$ cat src/rtl/rca_config_pkg.sv
// rca_config_pkg: RCA geometry, config opcodes and the held config instruction type
package rca_config_pkg;
   localparam int NUM_RCAS        = 4;
   localparam int NUM_READ_PORTS  = 5;
   localparam int NUM_WRITE_PORTS = 5;
   localparam int NUM_GRID_MUXES  = 72;
   localparam int NUM_IO_UNITS    = 13;
   localparam int REG_ADDR_W      = 5;
   localparam int GRID_SEL_W      = 3;
   localparam int IO_SEL_W        = 4;
   localparam int RES_SEL_W       = 4;
   localparam logic [RES_SEL_W-1:0] UNUSED_WRITE_PORT_ADDR = 4'd13;
   localparam logic [2:0] RCA_USE_FB   = 3'b000;
   localparam logic [2:0] CPU_REG_CFG  = 3'b001;
   localparam logic [2:0] GRID_MUX_CFG = 3'b010;
   localparam logic [2:0] IO_MUX_CFG   = 3'b011;
   localparam logic [2:0] RES_MUX_CFG  = 3'b100;
   localparam logic [2:0] IO_USE_CFG   = 3'b101;
   localparam logic [2:0] RCA_USE_NFB  = 3'b110;
   typedef struct packed {
      logic [2:0]  funct3;
      logic [6:0]  funct7;
      logic [31:0] rs1;
      logic [31:0] rs2;
   } rca_cfg_instr_t;
endpackage

$ cat src/rtl/rca_config_legality.sv
// rca_config_legality: combinational legality check of a held config instruction
module rca_config_legality
   import rca_config_pkg::*;
(
   input  rca_cfg_instr_t instr,
   output logic           illegal
);
   logic [31:0] port;
   logic        bad_id, bad_op, bad_arg;
   assign port   = 32'(instr.rs1[2:0]);
   assign bad_id = 32'(instr.funct7) >= NUM_RCAS;
   assign bad_op = instr.funct3 == RCA_USE_FB || instr.funct3 == RCA_USE_NFB || instr.funct3 == 3'b111;
   always_comb begin
      bad_arg = instr.funct3 == CPU_REG_CFG  ? (instr.rs1[3] ? port >= NUM_WRITE_PORTS : port >= NUM_READ_PORTS) :
                instr.funct3 == GRID_MUX_CFG ? (instr.rs1 >= NUM_GRID_MUXES || instr.rs2 >= 8) :
                instr.funct3 == IO_MUX_CFG   ? (instr.rs1 >= NUM_IO_UNITS || instr.rs2 >= 12) :
                instr.funct3 == RES_MUX_CFG  ? (port >= NUM_WRITE_PORTS || instr.rs2 > 13) :
                1'b0;
   end
   assign illegal = bad_id || bad_op || bad_arg;
endmodule

$ cat src/rtl/rca_config_unit.sv
// rca_config_unit: executes RCA config instructions and holds every per-RCA config register,
// deferring each write until its target RCA is idle.
module rca_config_unit
   import rca_config_pkg::*;
(
   input  logic                                           clk,
   input  logic                                           rst_n,
   input  logic                                           issue_valid,
   output logic                                           issue_ready,
   input  logic [2:0]                                     issue_funct3,
   input  logic [6:0]                                     issue_funct7,
   input  logic [31:0]                                    issue_rs1,
   input  logic [31:0]                                    issue_rs2,
   input  logic [NUM_RCAS-1:0]                            rca_busy,
   input  logic                                           flush,
   output logic                                           cfg_done,
   output logic                                           cfg_err,
   output logic [NUM_RCAS-1:0]                            cfg_changed,
   output logic [NUM_RCAS*NUM_READ_PORTS*REG_ADDR_W-1:0]  src_addr,
   output logic [NUM_RCAS*NUM_WRITE_PORTS*REG_ADDR_W-1:0] dst_addr_fb,
   output logic [NUM_RCAS*NUM_WRITE_PORTS*REG_ADDR_W-1:0] dst_addr_nfb,
   output logic [NUM_RCAS*NUM_GRID_MUXES*GRID_SEL_W-1:0]  grid_sel,
   output logic [NUM_RCAS*NUM_IO_UNITS*IO_SEL_W-1:0]      io_sel,
   output logic [NUM_RCAS*NUM_WRITE_PORTS*RES_SEL_W-1:0]  res_sel_fb,
   output logic [NUM_RCAS*NUM_WRITE_PORTS*RES_SEL_W-1:0]  res_sel_nfb,
   output logic [NUM_RCAS*NUM_IO_UNITS-1:0]               io_use
);
   typedef enum logic [1:0] {IDLE, CHECK, WAIT} state_t;
   state_t         state;
   rca_cfg_instr_t h;
   logic           illegal, busy_t, commit;
   logic           wr_src, wr_dfb, wr_dnfb, wr_grid, wr_io, wr_rfb, wr_rnfb, wr_use;
   logic [NUM_RCAS-1:0] hit;
   logic [REG_ADDR_W-1:0] src_q  [NUM_RCAS][NUM_READ_PORTS];
   logic [REG_ADDR_W-1:0] dfb_q  [NUM_RCAS][NUM_WRITE_PORTS];
   logic [REG_ADDR_W-1:0] dnfb_q [NUM_RCAS][NUM_WRITE_PORTS];
   logic [GRID_SEL_W-1:0] grid_q [NUM_RCAS][NUM_GRID_MUXES];
   logic [IO_SEL_W-1:0]   io_q   [NUM_RCAS][NUM_IO_UNITS];
   logic [RES_SEL_W-1:0]  rfb_q  [NUM_RCAS][NUM_WRITE_PORTS];
   logic [RES_SEL_W-1:0]  rnfb_q [NUM_RCAS][NUM_WRITE_PORTS];
   logic [NUM_IO_UNITS-1:0] use_q [NUM_RCAS];
   rca_config_legality u_legality (.instr(h), .illegal(illegal));
   // Only the target RCA's busy bit may stall the write
   always_comb begin
      busy_t = 1'b0;
      for (int r = 0; r < NUM_RCAS; r++) busy_t = 32'(h.funct7) == r ? rca_busy[r] : busy_t;
   end
   assign issue_ready = state == IDLE;
   assign commit      = !flush && !busy_t && (state == WAIT || (state == CHECK && !illegal));
   assign cfg_err     = state == CHECK && !flush && illegal;
   assign cfg_done    = commit || cfg_err;
   assign wr_src  = h.funct3 == CPU_REG_CFG && !h.rs1[3];
   assign wr_dfb  = h.funct3 == CPU_REG_CFG && h.rs1[3] && h.rs1[4];
   assign wr_dnfb = h.funct3 == CPU_REG_CFG && h.rs1[3] && !h.rs1[4];
   assign wr_grid = h.funct3 == GRID_MUX_CFG;
   assign wr_io   = h.funct3 == IO_MUX_CFG;
   assign wr_rfb  = h.funct3 == RES_MUX_CFG && h.rs1[3];
   assign wr_rnfb = h.funct3 == RES_MUX_CFG && !h.rs1[3];
   assign wr_use  = h.funct3 == IO_USE_CFG;
   always_ff @(posedge clk or negedge rst_n) begin
      if (!rst_n) begin
         state       <= IDLE;
         h           <= '0;
         cfg_changed <= '0;
      end else begin
         if (issue_valid && issue_ready)
            h <= '{funct3: issue_funct3, funct7: issue_funct7, rs1: issue_rs1, rs2: issue_rs2};
         state <= state == IDLE  ? (issue_valid ? CHECK : IDLE) :
                  state == CHECK ? (!flush && !illegal && busy_t ? WAIT : IDLE) :
                  state == WAIT  ? (!flush && busy_t ? WAIT : IDLE) : IDLE;
         cfg_changed <= hit;
      end
   end
   always_ff @(posedge clk or negedge rst_n) begin
      if (!rst_n) begin
         src_q  <= '{default: '0};
         dfb_q  <= '{default: '0};
         dnfb_q <= '{default: '0};
         grid_q <= '{default: '0};
         io_q   <= '{default: '0};
         rfb_q  <= '{default: UNUSED_WRITE_PORT_ADDR};
         rnfb_q <= '{default: UNUSED_WRITE_PORT_ADDR};
         use_q  <= '{default: '0};
      end else begin
         for (int r = 0; r < NUM_RCAS; r++) begin
            for (int p = 0; p < NUM_READ_PORTS; p++)
               if (hit[r] && wr_src && h.rs1[2:0] == 3'(p)) src_q[r][p] <= h.rs2[REG_ADDR_W-1:0];
            for (int p = 0; p < NUM_WRITE_PORTS; p++) begin
               if (hit[r] && wr_dfb && h.rs1[2:0] == 3'(p)) dfb_q[r][p] <= h.rs2[REG_ADDR_W-1:0];
               if (hit[r] && wr_dnfb && h.rs1[2:0] == 3'(p)) dnfb_q[r][p] <= h.rs2[REG_ADDR_W-1:0];
               if (hit[r] && wr_rfb && h.rs1[2:0] == 3'(p)) rfb_q[r][p] <= h.rs2[RES_SEL_W-1:0];
               if (hit[r] && wr_rnfb && h.rs1[2:0] == 3'(p)) rnfb_q[r][p] <= h.rs2[RES_SEL_W-1:0];
            end
            for (int g = 0; g < NUM_GRID_MUXES; g++)
               if (hit[r] && wr_grid && h.rs1 == 32'(g)) grid_q[r][g] <= h.rs2[GRID_SEL_W-1:0];
            for (int u = 0; u < NUM_IO_UNITS; u++)
               if (hit[r] && wr_io && h.rs1 == 32'(u)) io_q[r][u] <= h.rs2[IO_SEL_W-1:0];
            if (hit[r] && wr_use) use_q[r] <= h.rs1[NUM_IO_UNITS-1:0];
         end
      end
   end
   // Flatten the per-RCA register arrays onto the configuration buses
   for (genvar r = 0; r < NUM_RCAS; r++) begin : g_rca
      assign hit[r] = commit && h.funct7 == 7'(r);
      assign io_use[r*NUM_IO_UNITS +: NUM_IO_UNITS] = use_q[r];
      for (genvar p = 0; p < NUM_READ_PORTS; p++) begin : g_rd
         assign src_addr[(r*NUM_READ_PORTS+p)*REG_ADDR_W +: REG_ADDR_W] = src_q[r][p];
      end
      for (genvar p = 0; p < NUM_WRITE_PORTS; p++) begin : g_wr
         assign dst_addr_fb[(r*NUM_WRITE_PORTS+p)*REG_ADDR_W +: REG_ADDR_W]  = dfb_q[r][p];
         assign dst_addr_nfb[(r*NUM_WRITE_PORTS+p)*REG_ADDR_W +: REG_ADDR_W] = dnfb_q[r][p];
         assign res_sel_fb[(r*NUM_WRITE_PORTS+p)*RES_SEL_W +: RES_SEL_W]     = rfb_q[r][p];
         assign res_sel_nfb[(r*NUM_WRITE_PORTS+p)*RES_SEL_W +: RES_SEL_W]    = rnfb_q[r][p];
      end
      for (genvar g = 0; g < NUM_GRID_MUXES; g++) begin : g_grid
         assign grid_sel[(r*NUM_GRID_MUXES+g)*GRID_SEL_W +: GRID_SEL_W] = grid_q[r][g];
      end
      for (genvar u = 0; u < NUM_IO_UNITS; u++) begin : g_io
         assign io_sel[(r*NUM_IO_UNITS+u)*IO_SEL_W +: IO_SEL_W] = io_q[r][u];
      end
   end
endmodule

$ cat config.mk
export PLATFORM = sky130hd
export DESIGN_NAME = rca_config_unit
export DESIGN_NICKNAME = d
export VERILOG_FILES = /design/src/rtl/rca_config_pkg.sv /design/src/rtl/rca_config_legality.sv /design/src/rtl/rca_config_unit.sv
export SDC_FILE = /design/constraint.sdc
export NUM_CORES = 2
export LEC_CHECK = 0
export CAP_MARGIN = 20
export CORE_AREA = 3 3 648 650
export CTS_BUF_LIST = sky130_fd_sc_hd__clkbuf_8
export DETAILED_ROUTE_END_ITERATION = 10
export DIE_AREA = 0 0 651 653
export PLACE_DENSITY_LB_ADDON = 0.12
export SLEW_MARGIN = 25
export SYNTH_ARGS = -nofsm -noshare
export SYNTH_HDL_FRONTEND = slang
export SYNTH_SLANG_ARGS = --single-unit
$ cat constraint.sdc
create_clock -name clk -period 4.8 [get_ports clk]
set_clock_uncertainty 0.2 [all_clocks]
set_input_delay 0.48 -clock clk [delete_from_list [all_inputs] [get_ports clk]]
set_output_delay 0.48 -clock clk [all_outputs]
set_load 0.1 [all_outputs]
== After elaboration in Yosys (flattened, before gate mapping) ==
Index checks and enable logic that the tools add are counted.

* Add/sub/neg operators: 0
* $mul: 0
* Divide/modulo/power cells: 0
* Order comparisons: 7
* Eq/ne operators: 87
* Shift operators: 0
* Multiplexer cells: 14
* Bitwise gates (word level): 0
* Reduce and logical (&&, ||, !) cells: 510

{| class="wikitable"
|+ Operator list
! kind !! count
|-
| $eq A32 B6 Y1 const B || 32
|-
| $eq A32 B5 Y1 const B || 16
|-
| $logic_and A1 B1 Y1 || 491
|-
| $eq A32 B4 Y1 const B || 8
|-
| $eq A32 B7 Y1 const B || 8
|-
| $eq A32 B3 Y1 const B || 4
|-
| $ge A32 B4 Y1 const B || 3
|-
| $eq A32 B2 Y1 const B || 2
|-
| $eq A32 B1 Y1 const B || 1
|-
| $ge A32 B7 Y1 const B || 1
|-
| $gt A32 B4 Y1 const B || 1
|-
| $logic_not A32 Y1 || 1
|-
| $eq A3 B3 Y1 const B || 5
|-
| $eq A7 B2 Y1 const B || 2
|-
| $eq A3 B2 Y1 const B || 4
|-
| $mux W2 || 5
|-
| $logic_or A1 B1 Y1 || 9
|-
| $mux W1 || 9
|-
| $eq A7 B1 Y1 const B || 1
|-
| $ge A7 B3 Y1 const B || 1
|-
| $logic_not A7 Y1 || 1
|-
| $eq A3 B1 Y1 const B || 2
|-
| $logic_not A3 Y1 || 2
|-
| $logic_not A1 Y1 || 5
|-
| other kinds (4) || 4
|}

* Register bits after elaboration: 1664
* Latch bits: 0
* RAM bits: 0
* Bits in read-only memories: 0
* Input port bits: 82
* Output and inout port bits: 1591
* Logic and storage cells: 1068
* Memories: 0

== Logic depth before layout (Yosys ltp) ==
* Word-level depth: 14
* Depth in mapped cells: 10
* Mapped depth without buffers: 6

== By module ==
A second synthesis with hierarchy kept.

* Cell total of the unflattened synthesis: 4336
* Area total of the unflattened synthesis: 65805.6 µm²

{| class="wikitable"
|+ Modules (own cells, without submodules)
! module !! times used !! cells each !! area each (µm²) !! seq. area each (µm²)
|-
| rca_config_unit || 1 || 4299 || 65551.6 || 41790.1
|-
| rca_config_legality || 1 || 37 || 254.0 || 0.0
|}

== Worst setup path before layout ==
OpenSTA, ideal clock, no wires.

* Path kind: reg-to-output
* From: register h[38] (netlist bit)
* To: output port cfg_err
* Arrival time: 3.457 ns
* Data required time: 4.120 ns
* Setup slack: 0.663 ns
* Cell stages (with the launch flop): 8
* Path buffers: 1
* Path through: dfrtp_1 clkbuf_1 nor3_2 a32oi_1 o41ai_4 a22oi_1 nor3_1 nor3_1

* Word-level cells in the longest chain between the ends: 7
* Elaborated cells between the ends (all ways): 9
* Those cells by class: order compare (2); mux (3); reduce/logical (4)

{| class="wikitable"
|+ RTL lines
! what !! line !! source
|-
| start, declared || rca_config_unit.sv:30 || <nowiki>rca_cfg_instr_t h;</nowiki>
|-
| start signal, assigned || rca_config_unit.sv:67 || <nowiki>h <= '{funct3: issue_funct3, funct7: issue_funct7, rs1: issue_rs1, rs2: issue_rs2};</nowiki>
|-
| $ge A32 B4 Y1 || rca_config_legality.sv:16 || <nowiki>instr.funct3 == IO_MUX_CFG ? (instr.rs1 >= NUM_IO_UNITS || instr.rs2 >= 12) :</nowiki>
|-
| $logic_or A1 B1 Y1 || rca_config_legality.sv:16 ||
|-
| $mux W1 || rca_config_legality.sv:16 ||
|-
| $mux W1 (*) || rca_config_legality.sv:15 || <nowiki>instr.funct3 == GRID_MUX_CFG ? (instr.rs1 >= NUM_GRID_MUXES || instr.rs2 >= 8) :</nowiki>
|-
| $mux W1 (*) || rca_config_legality.sv:14 || <nowiki>bad_arg = instr.funct3 == CPU_REG_CFG ? (instr.rs1[3] ? port >= NUM_WRITE_PORTS : port >= NUM_READ_PORTS) :</nowiki>
|-
| $logic_or A1 B1 Y1 (*) || rca_config_legality.sv:20 || <nowiki>assign illegal = bad_id || bad_op || bad_arg;</nowiki>
|-
| $logic_and A1 B1 Y1 (*) || rca_config_unit.sv:50 || <nowiki>assign cfg_err = state == CHECK && !flush && illegal;</nowiki>
|-
| end, declared || rca_config_unit.sv:17 || <nowiki>output logic cfg_err,</nowiki>
|}

Mark *: on every way between the ends. The rest lies on a longest branch, timed or not.

== Worst setup path after layout ==
* From: register h[17] (netlist bit)
* To: output port cfg_done

* Word-level cells in the longest chain between the ends: 12
* Elaborated cells between the ends (all ways): 17
* Those cells by class: order compare (3); mux (4); reduce/logical (10)

{| class="wikitable"
|+ RTL lines
! what !! line !! source
|-
| $gt A32 B4 Y1 || rca_config_legality.sv:17 || <nowiki>instr.funct3 == RES_MUX_CFG ? (port >= NUM_WRITE_PORTS || instr.rs2 > 13) :</nowiki>
|-
| $logic_or A1 B1 Y1 || rca_config_legality.sv:17 ||
|-
| $mux W1 || rca_config_legality.sv:17 ||
|-
| $mux W1 || rca_config_legality.sv:16 ||
|-
| $mux W1 (*) || rca_config_legality.sv:15 ||
|-
| $mux W1 (*) || rca_config_legality.sv:14 ||
|-
| $logic_or A1 B1 Y1 (*) || rca_config_legality.sv:20 ||
|-
| $logic_not A1 Y1 || rca_config_unit.sv:49 || <nowiki>assign commit = !flush && !busy_t && (state == WAIT || (state == CHECK && !illegal));</nowiki>
|-
| $logic_and A1 B1 Y1 || rca_config_unit.sv:49 ||
|-
| $logic_or A1 B1 Y1 || rca_config_unit.sv:49 ||
|-
| $logic_and A1 B1 Y1 || rca_config_unit.sv:49 ||
|-
| $logic_or A1 B1 Y1 (*) || rca_config_unit.sv:51 || <nowiki>assign cfg_done = commit || cfg_err;</nowiki>
|-
| end, declared || rca_config_unit.sv:16 || <nowiki>output logic cfg_done,</nowiki>
|}

Marks and branches as above.

==> flow_metrics.env <==
export IMPL_crit_chain="nor4_1 > nand3_1 > buf_4 > o31ai_1 > a22oi_1 > a31oi_1 > nor2_1 > buf_12"
export IMPL_worstMarginPinSlew_ps=1200
export IMPL_final_cells=12200
export IMPL_firstDrtPassIters=5
export IMPL_drc=0
export IMPL_routed_wl_um=394000
export IMPL_ant_nets=0
export IMPL_worstPathRequired_ps=4120
export IMPL_start_util=0.163
export IMPL_yosysWarnings=0
export IMPL_ir_worst_vdd_mv=0.179
export IMPL_cp_arrival_ps=3700
export IMPL_fin_crit_ps=4380
export IMPL_timing_final_crit_share=0.912
export IMPL_area_growth_pct=45.2
export IMPL_avgSynthCellArea_um2=15.1
export IMPL_place_port_buffers=1672
export IMPL_gr_usage_all_layers=0.179
export IMPL_gp_congestion=0.774
export IMPL_core_um2=414000
export IMPL_cp_num_buf_inv=2
export IMPL_core_rowCount=236
export IMPL_final_cell_mix="1619 x mux2_2, 1534 x dfrtp_1, 1105 x clkdlybuf4s50_1, 442 x clkbuf_8, 392 x buf_2"
export IMPL_status="finished clean"
export IMPL_crit_slowest_cell="nor4_1"
export IMPL_synthSimpleGateAreaFrac=0.0763
export IMPL_post_cts_buffers=0
export IMPL_dpl_cell_area_um2=90000
export IMPL_final_nets=6547
export IMPL_clk_latency_ps=1050
export IMPL_drv_slew=0
export IMPL_hold_viol=0
export IMPL_antenna_found_initial=36
export IMPL_final_layout_size_suffix_gt1_frac=0.495
export IMPL_cp_start_kind="flip-flop"
export IMPL_end_kind="output port"
export IMPL_synth_xor_area_frac=0
export IMPL_synth_top_family_by_area="multiplexers"
export IMPL_timing_fmax_mhz=228
export IMPL_io_pins=1673
export IMPL_cpPeakStageDelay_ps=580
export IMPL_worstSetupPathType="flip-flop to output port"
export IMPL_wl_per_cell_um=32.2
export IMPL_drt_iter0_drc=2017
export IMPL_pwr_density_cell_nw_per_um2=327
export IMPL_mappedNetlistNets=4531
export IMPL_path_clk_slew_ps=60
export IMPL_dieWidth_um=651
export IMPL_synth_area_um2=67300
export IMPL_synth_seq_area_share=0.621
export IMPL_hpwl_um=295000
export IMPL_synth_async_reset_ratio=1.00
export IMPL_grt_pass1_wl_um=517000
export IMPL_cts_tree="done"
export IMPL_critPathTopFamily="simple AND/OR/NAND/NOR gates"
export IMPL_cp_max_fo=4
export IMPL_place_inst=11500
export IMPL_hold_path_class="input pin to async pin"
export IMPL_cts_sinks=1664
export IMPL_grt_ovfl_total=0
export IMPL_dieArea_um2=425000
export IMPL_vias=47600
export IMPL_synthAdderAreaFrac=0
export IMPL_synth_seq_cells=1664
export IMPL_yosys_mux_area_fraction=0.277
export IMPL_cts_buffers=351
export IMPL_grt_pass1_vias=51500
export IMPL_grt_max_degree=145
export IMPL_cts_buffer_depth=4
export IMPL_postLayoutCellArea_um2=97700
export IMPL_final_common_cell="mux2_2"
export IMPL_leakagePower_nw=45.2
export IMPL_routed_via_density=3.89
export IMPL_synth_edf_count=0
export IMPL_rsz0062_at_grt="no"
export IMPL_syn_inst=4449
export IMPL_synth_compound_area_frac=0.00499
export IMPL_htree_levels=5
export IMPL_maxCapViolCount=0
export IMPL_setup_viol=0
export IMPL_cts_root_buf="clkbuf_8"
export IMPL_synth_ff_type="dfrtp_1"
export IMPL_ys_types=53
export IMPL_finalPower_w=0.0320
export IMPL_die_y_um=653
export IMPL_slew_headroom=0.199
## Yosys cell counts (3+ instances only)
master | number | area, um^2
mux2_2 | 1619 | 18200
buf_4 | 10 | 75.1
o21ai_0 | 24 | 120
dfrtp_1 | 1544 | 38600
nand3_1 | 72 | 360
mux2_1 | 35 | 394
nor3_2 | 31 | 310
nand2b_1 | 10 | 62.6
a41oi_1 | 3 | 26.3
a21oi_1 | 5 | 25.0
nor4b_1 | 3 | 26.3
or3_1 | 14 | 87.6
nor2b_1 | 3 | 18.8
nor3_1 | 18 | 90.1
nand4_1 | 92 | 576
inv_1 | 6 | 22.5
nor4_1 | 15 | 93.8
and2_1 | 4 | 25.0
nor2_2 | 36 | 225
nand2_1 | 101 | 379
nor2_1 | 140 | 526
dfstp_2 | 120 | 3150
nor3b_1 | 4 | 30.0
nand3b_1 | 3 | 22.5
nor4_2 | 151 | 1890
clkbuf_1 | 272 | 1020
buf_2 | 31 | 155
and4_1 | 15 | 131
nor2_4 | 10 | 113
and3_1 | 7 | 43.8
buf_1 | 22 | 82.6
## state kept, by name (all words and copies together), names as in the netlist, 74 cells and up
signal and count:
res_sel_fb 80, res_sel_nfb 80, dst_addr_nfb 100, grid_sel 864
io_sel 208, src_addr 100, dst_addr_fb 100, h 74
## final timing paths
check / startpoint / endpoint / slack, ps / cells past startpoint
setup / recovery: h[17] / cfg_done / 420 / 8
hold / removal: rst_n / grid_sel[124] / 200 / 3
setup reg to reg: h[17] / grid_sel[379] / 480 / 10
hold reg to reg: grid_sel[639] / grid_sel[639] / 280 / 1
max in group asynchronous: rst_n / grid_sel[761] / 3170 / 4
min in group clk: grid_sel[639] / grid_sel[639] / 280 / 1
## power breakdown
group | total (W) | switching, W | internal (W)
Combinational | 0.00220 | 0.00174 | 0.000455
Sequential | 0.0143 | 0.000164 | 0.0141
Clock | 0.0155 | 0.00701 | 0.00845
## per-layer routing
| layer | vias up | track usage | routed length (um) |
|---|---|---|---|
| li1 | 20100 | - | - |
| met1 | 25500 | 0.195 | 147000 |
| met2 | 1477 | 0.329 | 206000 |
| met3 | 489 | 0.0528 | 26300 |
| met4 | 6 | 0.0586 | 14200 |
| met5 | - | 0 | 45 |
## per-stage QoR
stage	hold slack, ps	setup slack [ps]	util	TNS, ps
2_1_floorplan	-15.6	663	-	0
3_3_place_gp	270	42.0	0.222	0
3_5_place_dp	274	-43.0	0.218	-88.1
4_1_cts	140	43.6	0.236	0
5_1_grt	185	137	0.236	0
6_report	199	422	0.236	0
## kinds of logic (layout without fill, tap and decap cells)
group | count (synthesis) | in the layout
other | 0 | 15
flip-flops | 1664 | 1664
buffers and inverters | 341 | 2624
AO/OA/AOI/OAI | 49 | 49
AND/OR/NAND/NOR | 740 | 740
multiplexers | 1655 | 1655
## timing repair
item | CTS | global route
resized for setup | 0 | 1
endpoints found under the setup margin | 0 | 1
endpoints found under the hold margin | 1080 | 0
hold buffers | 77 | 0
## worst reg2reg max path, stage by stage, from the launching register on
cell,delay [ps]
dfrtp_1,380
nor4_1,580
nand3_1,420
buf_4,290
nor4_2,130
buf_4,240
a21oi_4,140
buf_16,220
buf_12,240
nor4_2,930
mux2_2,400
## final cells by class
type,instances,area [um^2]
Inverter,6,22.5
Fill cell,43800,316000
Clock buffer,442,6080
Tap cell,5474,6850
Clock inverter,178,933
Multi-Input combinational cell,2444,24400
Sequential cell,1664,41800
Timing Repair Buffer,1998,17600
Antenna cell,15,37.5
Power figures use the tool's default switching activity.
